===== config.mk =====
export PLATFORM = sky130hd
export DESIGN_NAME = risc8_dmem_arbiter
export DESIGN_NICKNAME = d
export VERILOG_FILES = /design/src/rtl/risc8_dmem_arbiter.sv
export SDC_FILE = /design/constraint.sdc
export NUM_CORES = 1
export LEC_CHECK = 0
export CAP_MARGIN = 20
export CORE_UTILIZATION = 31
export CTS_CLUSTER_SIZE = 20
export DETAILED_ROUTE_END_ITERATION = 10
export PLACE_DENSITY_LB_ADDON = 0.25
export SYNTH_ARGS = -nofsm -noshare
export SYNTH_HDL_FRONTEND = slang
export SYNTH_SLANG_ARGS = --single-unit

===== constraint.sdc =====
create_clock -name clk -period 2.28 [get_ports clk]
set_input_delay 0.342 -clock clk [delete_from_list [all_inputs] [get_ports clk]]
set_output_delay 0.342 -clock clk [all_outputs]
set_load 0.1 [all_outputs]

===== src/rtl/risc8_dmem_arbiter.sv =====
// Purpose : shares the risc8 single-port data RAM between the core load/store path and a debug/loader port.
// Latency : grant is combinational; core read data is a RAM passthrough; debug ack/read data arrive one cycle after the debug grant.
// Backpressure: a core request that loses arbitration is held by cpu_stall; a debug request waits at most MAX_BURST core grants.
//
// Ports
//   clk, reset           : rising-edge clock, synchronous active-low reset (0 = reset)
//   cpu_req/we/addr/wdata: core access request; re-presented unchanged while cpu_stall=1
//   cpu_rdata            : core read data (RAM passthrough, valid the cycle after a granted read)
//   cpu_stall            : core lost arbitration this cycle and must freeze
//   dbg_req/we/addr/wdata: debug access request, held until dbg_ack
//   dbg_lock             : (only with RISC8_DBG_LOCK_EN) keeps the RAM owned by debug
//   dbg_rdata, dbg_ack   : debug read data and one-cycle completion pulse
//   mem_addr/wdata/we    : RAM command side
//   mem_rdata            : RAM read data, one-cycle synchronous read latency
//   grant_dbg            : debug owns the RAM this cycle
//
// Optional build macro: RISC8_DBG_LOCK_EN adds the dbg_lock input for atomic multi-byte debug sequences.

module risc8_dmem_arbiter #(
  parameter int AW        = 8,
  parameter int DW        = 8,
  parameter int MAX_BURST = 4   // 1..15
) (
  input  logic          clk,
  input  logic          reset,
  input  logic          cpu_req,
  input  logic          cpu_we,
  input  logic [AW-1:0] cpu_addr,
  input  logic [DW-1:0] cpu_wdata,
  output logic [DW-1:0] cpu_rdata,
  output logic          cpu_stall,
  input  logic          dbg_req,
  input  logic          dbg_we,
  input  logic [AW-1:0] dbg_addr,
  input  logic [DW-1:0] dbg_wdata,
`ifdef RISC8_DBG_LOCK_EN
  input  logic          dbg_lock,
`endif
  output logic [DW-1:0] dbg_rdata,
  output logic          dbg_ack,
  output logic [AW-1:0] mem_addr,
  output logic [DW-1:0] mem_wdata,
  output logic          mem_we,
  input  logic [DW-1:0] mem_rdata,
  output logic          grant_dbg
);

  localparam int            CW        = 4;
  localparam logic [CW-1:0] BURST_MAX = CW'(MAX_BURST);

  // What the RAM was doing last cycle; decides where returning read data goes.
  typedef enum logic [1:0] {
    OWN_IDLE   = 2'd0,
    OWN_CPU_RD = 2'd1,
    OWN_DBG_RD = 2'd2,
    OWN_WR     = 2'd3
  } owner_e;

  owner_e        owner_q,     owner_d;
  logic [CW-1:0] burst_cnt_q, burst_cnt_d;
  logic          dbg_ack_q,   dbg_ack_d;
  logic [DW-1:0] dbg_rdata_q, dbg_rdata_d;

  logic dbg_pend;
  logic burst_full;
  logic lock_hold;
  logic gnt_dbg;
  logic gnt_cpu;

  // ---------------------------------------------------------------------------
  // Debug lock: once a locked debug access is granted, every following cycle
  // with dbg_req high goes to debug (even the ack cycle) until lock or req drops.
  // ---------------------------------------------------------------------------
`ifdef RISC8_DBG_LOCK_EN
  logic lock_q, lock_d;

  always_comb begin
    lock_hold = lock_q & dbg_req;
    lock_d    = gnt_dbg & dbg_lock;
  end

  always_ff @(posedge clk) begin
    if (!reset) begin
      lock_q <= 1'b0;
    end else begin
      lock_q <= lock_d;
    end
  end
`else
  always_comb begin
    lock_hold = 1'b0;
  end
`endif

  // ---------------------------------------------------------------------------
  // Arbitration
  // ---------------------------------------------------------------------------
  always_comb begin
    // A request in its own ack cycle is already served; masking it here keeps
    // a held dbg_req from being granted twice.
    dbg_pend   = dbg_req & ~dbg_ack_q;
    burst_full = (burst_cnt_q == BURST_MAX);

    gnt_dbg = reset & (lock_hold | (dbg_pend & (~cpu_req | burst_full)));
    gnt_cpu = reset & ~gnt_dbg & cpu_req;
  end

  // ---------------------------------------------------------------------------
  // RAM command mux and core-side outputs
  // ---------------------------------------------------------------------------
  always_comb begin
    mem_addr  = gnt_dbg ? dbg_addr  : cpu_addr;
    mem_wdata = gnt_dbg ? dbg_wdata : cpu_wdata;
    mem_we    = gnt_dbg ? dbg_we    : (gnt_cpu & cpu_we);
    cpu_stall = cpu_req & gnt_dbg;
    grant_dbg = gnt_dbg;
  end

  // Core read data is a straight passthrough so the core sees the same timing
  // as with the RAM wired directly; it only samples after its own granted read.
  assign cpu_rdata = mem_rdata;

  // ---------------------------------------------------------------------------
  // Next-state logic
  // ---------------------------------------------------------------------------
  always_comb begin
    owner_d     = OWN_IDLE;
    burst_cnt_d = burst_cnt_q;
    dbg_ack_d   = gnt_dbg;
    dbg_rdata_d = dbg_rdata_q;

    if (gnt_dbg) begin
      owner_d = dbg_we ? OWN_WR : OWN_DBG_RD;
    end else if (gnt_cpu) begin
      owner_d = cpu_we ? OWN_WR : OWN_CPU_RD;
    end

    // Counts core grants that overtook a waiting debug request; once it hits
    // MAX_BURST the debug side wins the next cycle.
    if (gnt_dbg || !dbg_pend) begin
      burst_cnt_d = '0;
    end else if (gnt_cpu && !burst_full) begin
      burst_cnt_d = burst_cnt_q + CW'(1);
    end

    if (owner_q == OWN_DBG_RD) begin
      dbg_rdata_d = mem_rdata;
    end
  end

  always_ff @(posedge clk) begin
    if (!reset) begin
      owner_q     <= OWN_IDLE;
      burst_cnt_q <= '0;
      dbg_ack_q   <= 1'b0;
      dbg_rdata_q <= '0;
    end else begin
      owner_q     <= owner_d;
      burst_cnt_q <= burst_cnt_d;
      dbg_ack_q   <= dbg_ack_d;
      dbg_rdata_q <= dbg_rdata_d;
    end
  end

  // ---------------------------------------------------------------------------
  // Debug completion
  // ---------------------------------------------------------------------------
  // The RAM only returns data in the ack cycle, so the read value is forwarded
  // from mem_rdata during that cycle and held from the register afterwards;
  // the debugger therefore sees valid data together with dbg_ack.
  assign dbg_ack   = dbg_ack_q;
  assign dbg_rdata = (owner_q == OWN_DBG_RD) ? mem_rdata : dbg_rdata_q;

endmodule


* Word-level counts from Yosys, hierarchy flattened
Cells that the tools add are included.
** Word-level totals
- Flip-flop bits (word level) :: 15
- Input port bits :: 46
- Logic and storage cells :: 32
** Cells by class
- $add $sub $neg :: 1
- Equality and inequality tests :: 2
- Multiplexer cells :: 8
- Bitwise logic cells :: 12
- Reduce and logical (&&, ||, !) cells :: 5
** Operators by type and width (count)
- 2-to-1 mux 8 bit :: 3
- bitwise AND 1 bit :: 7
- 2-to-1 mux 2 bit :: 3
- adder 4 x 1 -> 4 bit (second input constant) :: 1
- == test 4 x 3 -> 1 bit (second input constant) :: 1
- inverter 1 bit :: 4
- == test 2 bit (second input constant) :: 1
- logical NOT 1 bit :: 2
- 2-to-1 mux 1 bit :: 2
- OR reduction 2 bit :: 1
- logical AND 1 bit :: 1
- logical OR 1 bit :: 1
- OR 1 bit :: 1

* Logic depth before layout (Yosys ltp)
Gate-level depths: netlist of run 1.
- Depth after elaboration :: 9
- Mapped depth :: 6
- Gate-level depth less buffers :: 5

* Least setup slack after synthesis of run 1
OpenSTA, ideal clock, no wires.
- Path kind :: flip-flop to output port
- Start point :: reg dbg_ack_q (netlist: dbg_ack)
- End point :: out mem_we
- Arrival time :: 2.583 ns
- Required time :: 1.938 ns
- Slack :: -0.645 ns
- Cell stages (with the launch flop) :: 3
- Cells stage by stage :: dfxtp_1 -> nor3b_1 -> o22ai_1
** Between the ends
- Cells in the longest elaborated chain, start to end :: 9
** Ends and longest elaborated chain
- start, declared :: RTL line 61 : logic dbg_ack_q, dbg_ack_d;
- start signal, assigned :: RTL line 160 : dbg_ack_q <= dbg_ack_d;
- inverter 1 bit (*) :: RTL line 101 : dbg_pend = dbg_req & ~dbg_ack_q;
- bitwise AND 1 bit (*) :: RTL line 101
- bitwise AND 1 bit (*) (2 in series) :: RTL line 104 : gnt_dbg = reset & (lock_hold | (dbg_pend & (~cpu_req | burst_full)));
- inverter 1 bit :: RTL line 105 : gnt_cpu = reset & ~gnt_dbg & cpu_req;
- bitwise AND 1 bit (2 in series) :: RTL line 105
- bitwise AND 1 bit :: RTL line 114 : mem_we = gnt_dbg ? dbg_we : (gnt_cpu & cpu_we);
- 2-to-1 mux 1 bit (*) :: RTL line 114
- end, declared :: RTL line 43 : output logic mem_we,
Every way passes the cells marked *; elsewhere a longest branch is shown, timed or not.

* Worst setup path after layout of run 1
- Start point :: in reset
- End point :: out mem_wdata[0]
** Between the ends
- Cells in the longest elaborated chain, start to end :: 2
** Ends and longest elaborated chain
- start, declared :: RTL line 25 : input logic reset,
- bitwise AND 1 bit :: RTL line 104
- 2-to-1 mux 8 bit :: RTL line 113 : mem_wdata = gnt_dbg ? dbg_wdata : cpu_wdata;
- end, declared :: RTL line 42 : output logic [DW-1:0] mem_wdata,
No other way between the ends.

==> results of run 1 <==
[per-layer routing]
layer,global-route usage (%),wire length (µm)
met1,18.5,1060
met2,34.6,1690
met3,4.99,236
met4,9.41,68
met5,0,0
[sequential cells by signal, indices dropped and copies added (netlist names)]
| signal | flops |
|---|---|
| dbg_ack | 1 |
| burst_cnt_q | 4 |
| dbg_rdata_q | 8 |
| owner_q | 2 |
[worst max-delay path by stage]
stage	startpoint	endpoint	slack (ps)	depth (start not counted)
after detailed placement	dbg_req	mem_addr[7]	60	6
after floorplan	dbg_ack	mem_addr[6]	160	4
after global placement	dbg_req	mem_wdata[1]	90	6
after CTS	burst_cnt_q[0]	mem_addr[7]	4	7
final	reset	mem_wdata[0]	50	6
after global routing	burst_cnt_q[1]	mem_addr[3]	-10	7
[synth_stat cells, types with 2 or more instances]
cell type / number / area [µm²]
and2_1: 8 / 50.1
and2_2: 2 / 15.0
buf_4: 8 / 60.1
dfxtp_1: 15 / 300
ha_1: 2 / 25.0
inv_1: 2 / 7.51
mux2_2: 16 / 180
mux2_4: 8 / 120
nand3_1: 3 / 15.0
nor2_1: 3 / 11.3
o21ai_0: 2 / 10.0
[what timing repair did]
action                     CTS  global route
resized for setup            1            15
pin swaps                    0             2
setup endpoints to repair    7            16
buffers inserted             0             1
cloned                       0             1
[worst register-to-register path, cell delays in order, from the launching register on]
cell	delay [ps]
dfxtp_2	350
inv_2	70
ha_4	140
nand3b_4	110
nor3b_1	350
o21ai_0	180
[cell families after synthesis]
group	count (synthesis)
flops	15
fa+ha+maj	2
compound gates	5
buf+inv	13
simple gates	24
mux	24
xor+xnor	2
[where the power goes]
part	internal (W)	total, W	switching [W]
clock network	0.0000669	0.000156	0.0000889
registers	0.000273	0.000277	0.00000420
logic	0.000288	0.000690	0.000402
total	0.000628	0.00112	0.000495
[stage by stage]
stage / setup TNS (ps) / power (W) / cells / hold WS (ps) / utilization, %
6_report: 0 / 0.00112 / 197 / 442 / 79.2
2_1_floorplan: 0 / 0.000681 / 85 / 426 / -
3_5_place_dp: 0 / 0.000960 / 191 / 455 / 75.2
5_1_grt: -89.8 / 0.00116 / 197 / 456 / 79.2
4_1_cts: 0 / 0.00112 / 195 / 478 / 76.3
3_3_place_gp: 0 / 0.000950 / 191 / 441 / 75.2
[layout make-up]
type,instances,area (µm²)
timing repair buffer,88,1250
clock inverter,1,7.51
sequential,15,304
clock buffer,3,22.5
multi-input combinational,57,594
tap,31,38.8
inverter,2,7.51
fill,179,583
==> impl_results.md, run 1 <==
* Total gr overflow at 0
* Status: complete, but fails checks
* Nets at 215
* Hold_buf cts at 0
* Critical Path, Cell by Cell: clkdlybuf4s50_1 > nand3b_2 > a21oi_4 > clkbuf_16 > mux2_4 > buf_12
* Reg clk slew, reported paths at 100 ps
* CP Launch Type: primary input
* Fmax at 448 MHz
* CP max stage cell: clkdlybuf4s50_1
* Critical path capture point type: primary output
* Insertion delay to the later sink of the worst-skew pair at 290 ps
* Post-synthesis simple-gate area fraction at 17.4%
* Gr usage total at 18.4%
* First-pass GRT wire length at 4490 µm
* WHS Endpoint: dbg_ack
* Number of synthesized register bits at 15
* Minimum clock period at 2230 ps
* Pre-CTS setup slack at 59.5 ps
* Initial Util at 33.5%
* Final worst slack at 45.6 ps
* DP Wirelength at 2580 µm
* Final WL at 3050 µm
* Period utilisation layout at 98.0%
* R2R Setup Slk at 940 ps
* Ports at 82
* Starting DRT DRC Count at 18
* IO buf count at 81
* Worst-Margin Slew at 344 ps
* WL/cell at 15.5 µm
* Die area at 3260 µm²
* # rows at 19
* Synth Area in XOR/XNOR at 1.86%
* Syn Nets at 133
* Yosys cell types at 27
* Post-route ant nets at 0
* TritonCTS buffer count at 3
* Failing checks: DRC
* Largest net degree at the start of global routing at 13
* R2R cell count at 5
* Worst VDD drop at 0.312 mV
* Synth Area in Compound Gates at 3.99%
* Initial DRT Pass Iterations at 7
* Core area at 2810 µm²
* CTS max path bufs at 2
* Clock root cell: clkbuf_4
* Syn. warnings at 0
* Vias in the first global route at 1022
* Initial antenna violation count at 0
* Max Cap Violations at 0
* Die height at 57.1 µm
* Seq/Total Area, Yosys at 31.9%
* Worst path bufs/invs at 3
* Max transition margin at 77.0%
* WS Path Type: in2out
* CP Max Fanout at 5
* R2r endpoint: owner_q[0]
* Worst Path Required at 1940 ps
* Final setup viols at 0
* Crit path arrival time at 1890 ps
* Post-synthesis mux area share at 31.9%
* Synth async-reset ratio at 0%
* Largest family of logic cells by synthesized area: multiplexers
* N_diodes at 0
* Placed cell areas at 2110 µm²
* Worst min-delay path class: in2reg
* Post-synthesis cell area at 941 µm²
* Most frequent cells in the layout: clkdlybuf4s50_1 (44), buf_12 (36), mux2_4 (16), dfxtp_1 (12)
* Hold path start: dbg_req
* Syn_area_per_cell at 11.1 µm²
* Critical register-to-register path startpoint: burst_cnt_q[1]
* Hold path cells at 3
* Residual DRC at 12
* GPL Wtd Cong at 0.757
* CTS tree: built
* Post-synth EDFFs at 0
* Ratio of cells with drive above 1 in the final layout at 50.0%
* Synth Flop Type: dfxtp_1
* Die Wd at 57.1 µm
* Layout area overhead at 136%
* CP top delay family: buffers and inverters
* Vias at 959
* Slowest stage delay, CP at 510 ps
* Final instance area at 2220 µm²
* CTS Sinks at 15
* H-tree Lvls at 1
* Commonest non-fill, non-tap cell in the layout: clkdlybuf4s50_1
* Via density at 4.87
* Fin Clk Skew at 14.2 ps
* Syn Inst Count at 85
* P per Cell Area at 505 nW/µm²
* Adder-cell area share of the yosys netlist at 2.66%
* Static Leakage at 0.950 nW
* Max-slew violations at 0
* Fin. Hold Viols at 0
(Power assumes the default switching activity.)
==> run 2: changes to the inputs <==
==> constraint.sdc (replaced) <==
create_clock -name clk -period 2.2 [get_ports clk]
set_input_delay 0.33 -clock clk [delete_from_list [all_inputs] [get_ports clk]]
set_output_delay 0.33 -clock clk [all_outputs]
set_load 0.1 [all_outputs]
==> run 2 against run 1 <==
First-iteration DRC count increased by 39%. Design area up 1.4%. Critical endpoint is now mem_wdata[2]. Final cell count up 2.0%. Combinational power up 4.2%. Via count grew 2.1%. Sequential share of layout area down 0.071 points. Core utilization up 1.1 points. The flow finishes with violations (DRC, setup timing). Register-to-register slack got worse by 200 ps.
==> impl_results.md, run 2 (synthesis gave the netlist of run 1 again) <==
* Status: complete, but fails checks
* Failing checks: DRC, setup timing
* Biggest register: dbg_rdata_q
* Fin Clk Skew at 11.5 ps (-2.70 ps)
* GPL Wtd Cong at 0.785 (+3.7%)
* Initial antenna violation count at 0 (unchanged)
* Vias in the first global route at 1021 (-0.098%)
* Met2 WL at 1830 µm (+8.1%)
* N_diodes at 0 (unchanged)
* Hold_buf cts at 0 (unchanged)
* P_int at 0.000652 W (+3.9%)
* Max Cap Violations at 0 (unchanged)
* Layout area overhead at 139%
* CTS tree: built
* Fmax at 449 MHz
* Fin. Hold Viols at 0 (unchanged)
* Ratio of cells with drive above 1 in the final layout at 51.2% (+1.2 points)
* Nets at 219 (+1.9%)
* WL/cell at 15.8 µm (+2.2%)
* Switching Share at 44.1% (about the same)
* Sequential Power Share at 24.5% (-0.2 points)
* R2r endpoint: owner_q[0]
* End of the critical path: mem_wdata[2]
* Initial Util at 33.5% (unchanged)
* Clock power frac at 13.8% (about the same)
* Core area at 2810 µm² (unchanged)
* Critical register-to-register path startpoint: burst_cnt_q[1]
* Max transition margin at 79.1% (+2.1 points)
* Die area at 3260 µm² (unchanged)
* Crit path arrival time at 1900 ps (about the same)
* Largest regs: dbg_rdata_q: 8 flops, burst_cnt_q: 4 flops, owner_q: 2 flops
* Static Leakage at 0.960 nW (+1.0%)
* Commonest non-fill, non-tap cell in the layout: clkdlybuf4s50_1
* Worst Path Required at 1870 ps (-70 ps)
* Slowest stage delay, CP at 350 ps (-160 ps)
* Die Wd at 57.1 µm (unchanged)
* Largest net degree at the start of global routing at 13 (unchanged)
* Switch Pwr at 0.000515 W (+4.0%)
* P per Cell Area at 518 nW/µm² (+2.5%)
* Gr usage total at 17.4% (-0.98 points)
* TritonCTS buffer count at 3 (unchanged)
* Die height at 57.1 µm (unchanged)
* CP max stage cell: dfxtp_2
* Max reg flops at 8 (unchanged)
* Initial DRT Pass Iterations at 7 (unchanged)
* Post-route ant nets at 0 (unchanged)
* WS Path Type: reg2out
* Residual DRC at 12 (unchanged)
* CP Launch Type: flop
* CTS max path bufs at 2 (unchanged)
* IO buf count at 81 (unchanged)
* DP Wirelength at 2420 µm (-6.0%)
* RSZ-0062 raised after global routing: true
* Minimum clock period at 2230 ps
* Critical Path, Cell by Cell: inv_2 > ha_4 > nand3b_4 > a21oi_4 > buf_6 > mux2_4 > buf_12
* Non-Filler Instances at 201 (+2.0%)
* M1 WL at 1030 µm (-2.7%)
* # rows at 19 (unchanged)
* Most frequent cells in the layout: clkdlybuf4s50_1 (45), buf_12 (36), mux2_4 (16), dfxtp_1 (12), buf_4 (9)
* Logic pwr share at 61.7% (+0.3 points)
* R2R cell count at 6 (+1)
* Final setup viols at 11 (+11)
* Inst Count DP at 192 (+0.52%)
* DR WL met3 at 286 µm (+21%)
* Final worst slack at -28.4 ps (-74.0 ps)
* Vias at 979 (+2.1%)
* Fin Hold WS at 530 ps (+87.4 ps)
* First-pass GRT wire length at 4340 µm (-3.2%)
* Worst min-delay path class: reg2reg
* Reg clk slew, reported paths at 100 ps (about the same)
* Starting DRT DRC Count at 25 (+7)
* Insertion delay to the later sink of the worst-skew pair at 290 ps (about the same)
* Total gr overflow at 0 (unchanged)
* Highest routed metal layer: met4
* Ports at 82 (unchanged)
* Critical Path Source: burst_cnt_q[1]
* Worst-Margin Slew at 313 ps (-31.0 ps)
* R2R Setup Slk at 740 ps (-200 ps)
* CTS Sinks at 15 (unchanged)
* CP Max Fanout at 7 (+2)
* Critical path capture point type: primary output
* H-tree Lvls at 1 (unchanged)
* Final WL at 3180 µm (+4.3%)
* Via density at 4.87 (about the same)
* Clock root cell: clkbuf_4
* Worst VDD drop at 0.262 mV (-16%)
* Max-slew violations at 0 (unchanged)
* Period utilisation layout at 101%
run 2: cell types whose count changed in the layout (fill, tap and decap cells not counted):
cell	previous run	this run
buf_4	5	9
dlymetal6s2s_1	1	0
dfxtp_4	0	1
clkdlybuf4s50_1	44	45
dfxtp_2	3	2
run 2: what timing repair did:
action                     CTS  global route
gates cloned                 0             1
pin swaps                    1             2
gates resized for setup      4            12
setup endpoints to repair   16            16
buffers inserted             1             3
run 2: per-stage QoR:
step	setup TNS (ps)	instance area (µm²)	setup WS (ps)	util (%)	power, W
3_5_place_dp	0	2120	34.7	75.4	0.000994
4_1_cts	-139	2160	-23.9	77.1	0.00116
2_1_floorplan	0	950	87.4	-	0.000705
3_3_place_gp	0	2120	65.2	75.4	0.000986
6_report	-231	2250	-28.4	80.3	0.00117
5_1_grt	-1220	2250	-96.0	80.3	0.00120
run 2: worst min path at each step:
stage	from	end	cells after the start
2_1_floorplan	cpu_req	dbg_ack	1
3_3_place_gp	burst_cnt_q[0]	burst_cnt_q[0]	1
3_5_place_dp	burst_cnt_q[0]	burst_cnt_q[0]	1
4_1_cts	burst_cnt_q[0]	burst_cnt_q[0]	1
5_1_grt	burst_cnt_q[0]	burst_cnt_q[0]	2
6_report	burst_cnt_q[0]	burst_cnt_q[0]	2
run 2: worst max-delay path, delay by kind of cell (launching register included):
kind | cells | cell delay (ps)
buffers and inverters | 3 | 420
muxes | 1 | 330
and+or+nand+nor | 1 | 100
AOI/OAI and AO/OA | 1 | 250
DFF | 1 | 350
adders and majority gates | 1 | 150
run 2: area by class of cell:
class                   count  area, µm²
repair buffers             92       1270
multi-input cells          57        594
fillers                   162        553
flip-flops and latches     15        307
well taps                  31       38.8
clock buffers               3       22.5
clock inverters             1       7.51
inverters                   2       7.51
run 2: power by group through the flow:
stage	sequential (W)	combinational [W]	clock (W)
2_1_floorplan	0.000297	0.000408	0
3_3_place_gp	0.000292	0.000694	0
3_5_place_dp	0.000293	0.000701	0
4_1_cts	0.000287	0.000703	0.000168
5_1_grt	0.000287	0.000736	0.000175
6_report	0.000286	0.000719	0.000161
run 2: layer usage:
| layer | vias up | GRT usage (%) |
|---|---|---|
| li1 | 455 | - |
| met1 | 458 | 17.0 |
| met2 | 62 | 34.6 |
| met3 | 4 | 5.44 |
| met4 | 0 | 5.23 |
| met5 | - | 0 |
==> run 3: changes to the inputs <==
--- a/config.mk
+++ b/config.mk
@@ -6,10 +6,10 @@
 export NUM_CORES = 1
 export LEC_CHECK = 0
 export CAP_MARGIN = 20
-export CORE_UTILIZATION = 31
+export CORE_UTILIZATION = 34
 export CTS_CLUSTER_SIZE = 20
 export DETAILED_ROUTE_END_ITERATION = 10
-export PLACE_DENSITY_LB_ADDON = 0.25
+export PLACE_DENSITY = 0.95
 export SYNTH_ARGS = -nofsm -noshare
 export SYNTH_HDL_FRONTEND = slang
 export SYNTH_SLANG_ARGS = --single-unit
==> constraint.sdc (replaced) <==
create_clock -name clk -period 2.71 [get_ports clk]
set_input_delay 0.4065 -clock clk [delete_from_list [all_inputs] [get_ports clk]]
set_output_delay 0.4065 -clock clk [all_outputs]
set_load 0.1 [all_outputs]
==> run 3 against run 2 <==
Design area shrank 15%. Final cell count shrank 5.0%. Register-to-register slack gained 450 ps. Global-route usage grew 1.6 points. Non-clock buffer count shrank 9. Flip-flop and latch count is the same. Worst hold slack lost 58 ps. Clock skew grew 0.65 ps. Critical path type is now in2out. Sequential share of layout area grew 2.1 points. Critical path depth shrank 1. Setup slack gained 340 ps. Routed wire length shrank 13%. The flow now finishes without violations.
==> impl_results.md, run 3 (synthesis gave the netlist of run 1 again) <==
* Die height at 54.6 µm (-4.4%)
* Static Leakage at 0.815 nW (-15%)
* Worst Path Required at 2300 ps (+430 ps)
* R2R Setup Slk at 1190 ps (+450 ps)
* Final instance area at 1910 µm² (-15%)
* RSZ-0062 raised after global routing: false
* IO buf count at 81 (unchanged)
* First-pass GRT wire length at 3880 µm (-11%)
* Slowest stage delay, CP at 540 ps (+190 ps)
* Switch Pwr at 0.000405 W (-21%)
* Hold_buf cts at 0 (unchanged)
* Clock root cell: clkbuf_4
* Max reg flops at 8 (unchanged)
* Critical register-to-register path startpoint: owner_q[1]
* Placed cell areas at 1880 µm² (-11%)
* Hold path cells at 1 (-1)
* Commonest non-fill, non-tap cell in the layout: clkdlybuf4s50_1
* Fin Clk Skew at 12.2 ps (+0.651 ps)
* Post-route ant nets at 0 (unchanged)
* Worst-Margin Slew at 637 ps (+324 ps)
* Period utilisation layout at 88.4%
* TritonCTS buffer count at 3 (unchanged)
* Total gr overflow at 0 (unchanged)
* CTS Sinks at 15 (unchanged)
* R2R cell count at 3 (-3)
* N_diodes at 0 (unchanged)
* Ports at 82 (unchanged)
* Die area at 2980 µm² (-8.5%)
* CTS max path bufs at 2 (unchanged)
* Gr usage total at 19.0% (+1.6 points)
* CP max stage cell: clkdlybuf4s50_1
* Sequential Power Share at 26.4% (+1.9 points)
* Final WL at 2780 µm (-13%)
* Fmax at 417 MHz
* Initial antenna violation count at 0 (unchanged)
* P_int at 0.000476 W (-27%)
* DP Wirelength at 2530 µm (+4.3%)
* GPL Wtd Cong at 0.769 (-2.0%)
* Filler cells at 176 (+8.6%)
* Post-cts repair resize count at 0 (-4)
* Crit path arrival time at 1990 ps (+90 ps)
* Nets at 210 (-4.1%)
* Switching Share at 46.0% (+1.9 points)
* CP Launch Type: primary input
* Biggest register: dbg_rdata_q
* Initial Util at 37.0% (+3.4 points)
* R2r endpoint: dbg_rdata_q[4]
* WS Path Type: in2out
* Post-CTS Setup Bufs at 0 (-1)
* Residual DRC at 0 (-12)
* Fin Hold WS at 471 ps (-58.4 ps)
* Logic pwr share at 58.5% (-3.2 points)
* P per Cell Area at 461 nW/µm² (-11%)
* WHS Endpoint: burst_cnt_q[0]
* Core area at 2540 µm² (-9.3%)
* Die Wd at 54.6 µm (-4.4%)
* Insertion delay to the later sink of the worst-skew pair at 300 ps (about the same)
* Max-slew violations at 0 (unchanged)
* Ratio of cells with drive above 1 in the final layout at 44.7% (-6.5 points)
* Hold path start: burst_cnt_q[0]
* Vias in the first global route at 920 (-9.9%)
* Vias at 914 (-6.6%)
* Most used cell along the critical path: buf_12
* Fin Setup TNS at 0 ps (+231 ps)
* Worst min-delay path class: reg2reg
* Layout area overhead at 103%
* Most frequent cells in the layout: clkdlybuf4s50_1 (45), buf_12 (20), buf_4 (18), mux2_2 (16), dfxtp_1 (15)
* Max transition margin at 57.4% (-22 points)
* CP Max Fanout at 18 (+11)
* CTS tree: built
* WL/cell at 14.5 µm (-8.1%)
* Largest regs: dbg_rdata_q: 8 flops, burst_cnt_q: 4 flops, owner_q: 2 flops
* Max Cap Violations at 0 (unchanged)
* Minimum clock period at 2400 ps
* Initial DRT Pass Iterations at 4 (-3)
* H-tree Lvls at 1 (unchanged)
* Starting DRT DRC Count at 2 (-92%)
* Fin. Hold Viols at 0 (unchanged)
* Worst VDD drop at 0.444 mV (+70%)
* Final setup viols at 0 (-11)
* # rows at 18 (-1)
* Reg clk slew, reported paths at 100 ps (about the same)
* Final Power at 0.000881 W (-24%)
* Via density at 4.79 (-1.8%)
* Critical path capture point type: primary output
* Critical Path, Cell by Cell: clkdlybuf4s50_1 > nand3b_2 > a21oi_4 > buf_12 > mux2_2 > buf_12
* Status: completed
* Clock power frac at 15.1% (+1.3 points)
* Largest net degree at the start of global routing at 19 (+6)
[run 3: cell type report]
type,instances,area [µm²],share of cell area (%)
timing repair buffer,83,986,51.6
multi-input combinational,57,551,28.8
sequential,15,300,15.7
tap,30,37.5,1.96
clock buffer,3,22.5,1.18
clock inverter,1,7.51,0.393
inverter,2,7.51,0.393
[run 3: worst max-delay path by stage]
stage | from | slack [ps] | endpoint
global route | burst_cnt_q[0] | 240 | mem_addr[5]
CTS | dbg_req | 310 | mem_addr[5]
floorplan | dbg_ack | 220 | cpu_stall
detailed placement | dbg_req | 320 | mem_addr[5]
global placement | dbg_req | 370 | mem_addr[1]
finish | dbg_req | 310 | mem_addr[5]
[run 3: through the flow]
stage,std cells,utilization (%),setup WS (ps)
floorplan,85,-,216
global placement,187,73.9,372
detailed placement,187,73.9,318
CTS,191,75.1,309
global route,191,75.1,239
finish,191,75.1,314
[run 3: layer usage]
layer / routed length [µm] / up-vias / GRT usage (%)
li1: - / 440 / -
met1: 839 / 411 / 16.1
met2: 1690 / 56 / 39.8
met3: 187 / 7 / 2.50
met4: 57 / 0 / 11.5
met5: 0 / - / 0
[run 3: critical path, delay by kind of cell]
family | cells | cell delay (ps)
buffers and inverters | 3 | 890
and+or+nand+nor | 1 | 140
AOI/OAI and AO/OA | 1 | 160
muxes | 1 | 380
[run 3: power groups by stage]
stage               Combinational [W]  Clock (W)  Sequential [W]
floorplan                    0.000331          0        0.000241
global placement             0.000511          0        0.000237
CTS                          0.000518   0.000138        0.000233
finish                       0.000515   0.000133        0.000233
detailed placement           0.000518          0        0.000238
global route                 0.000532   0.000146        0.000234
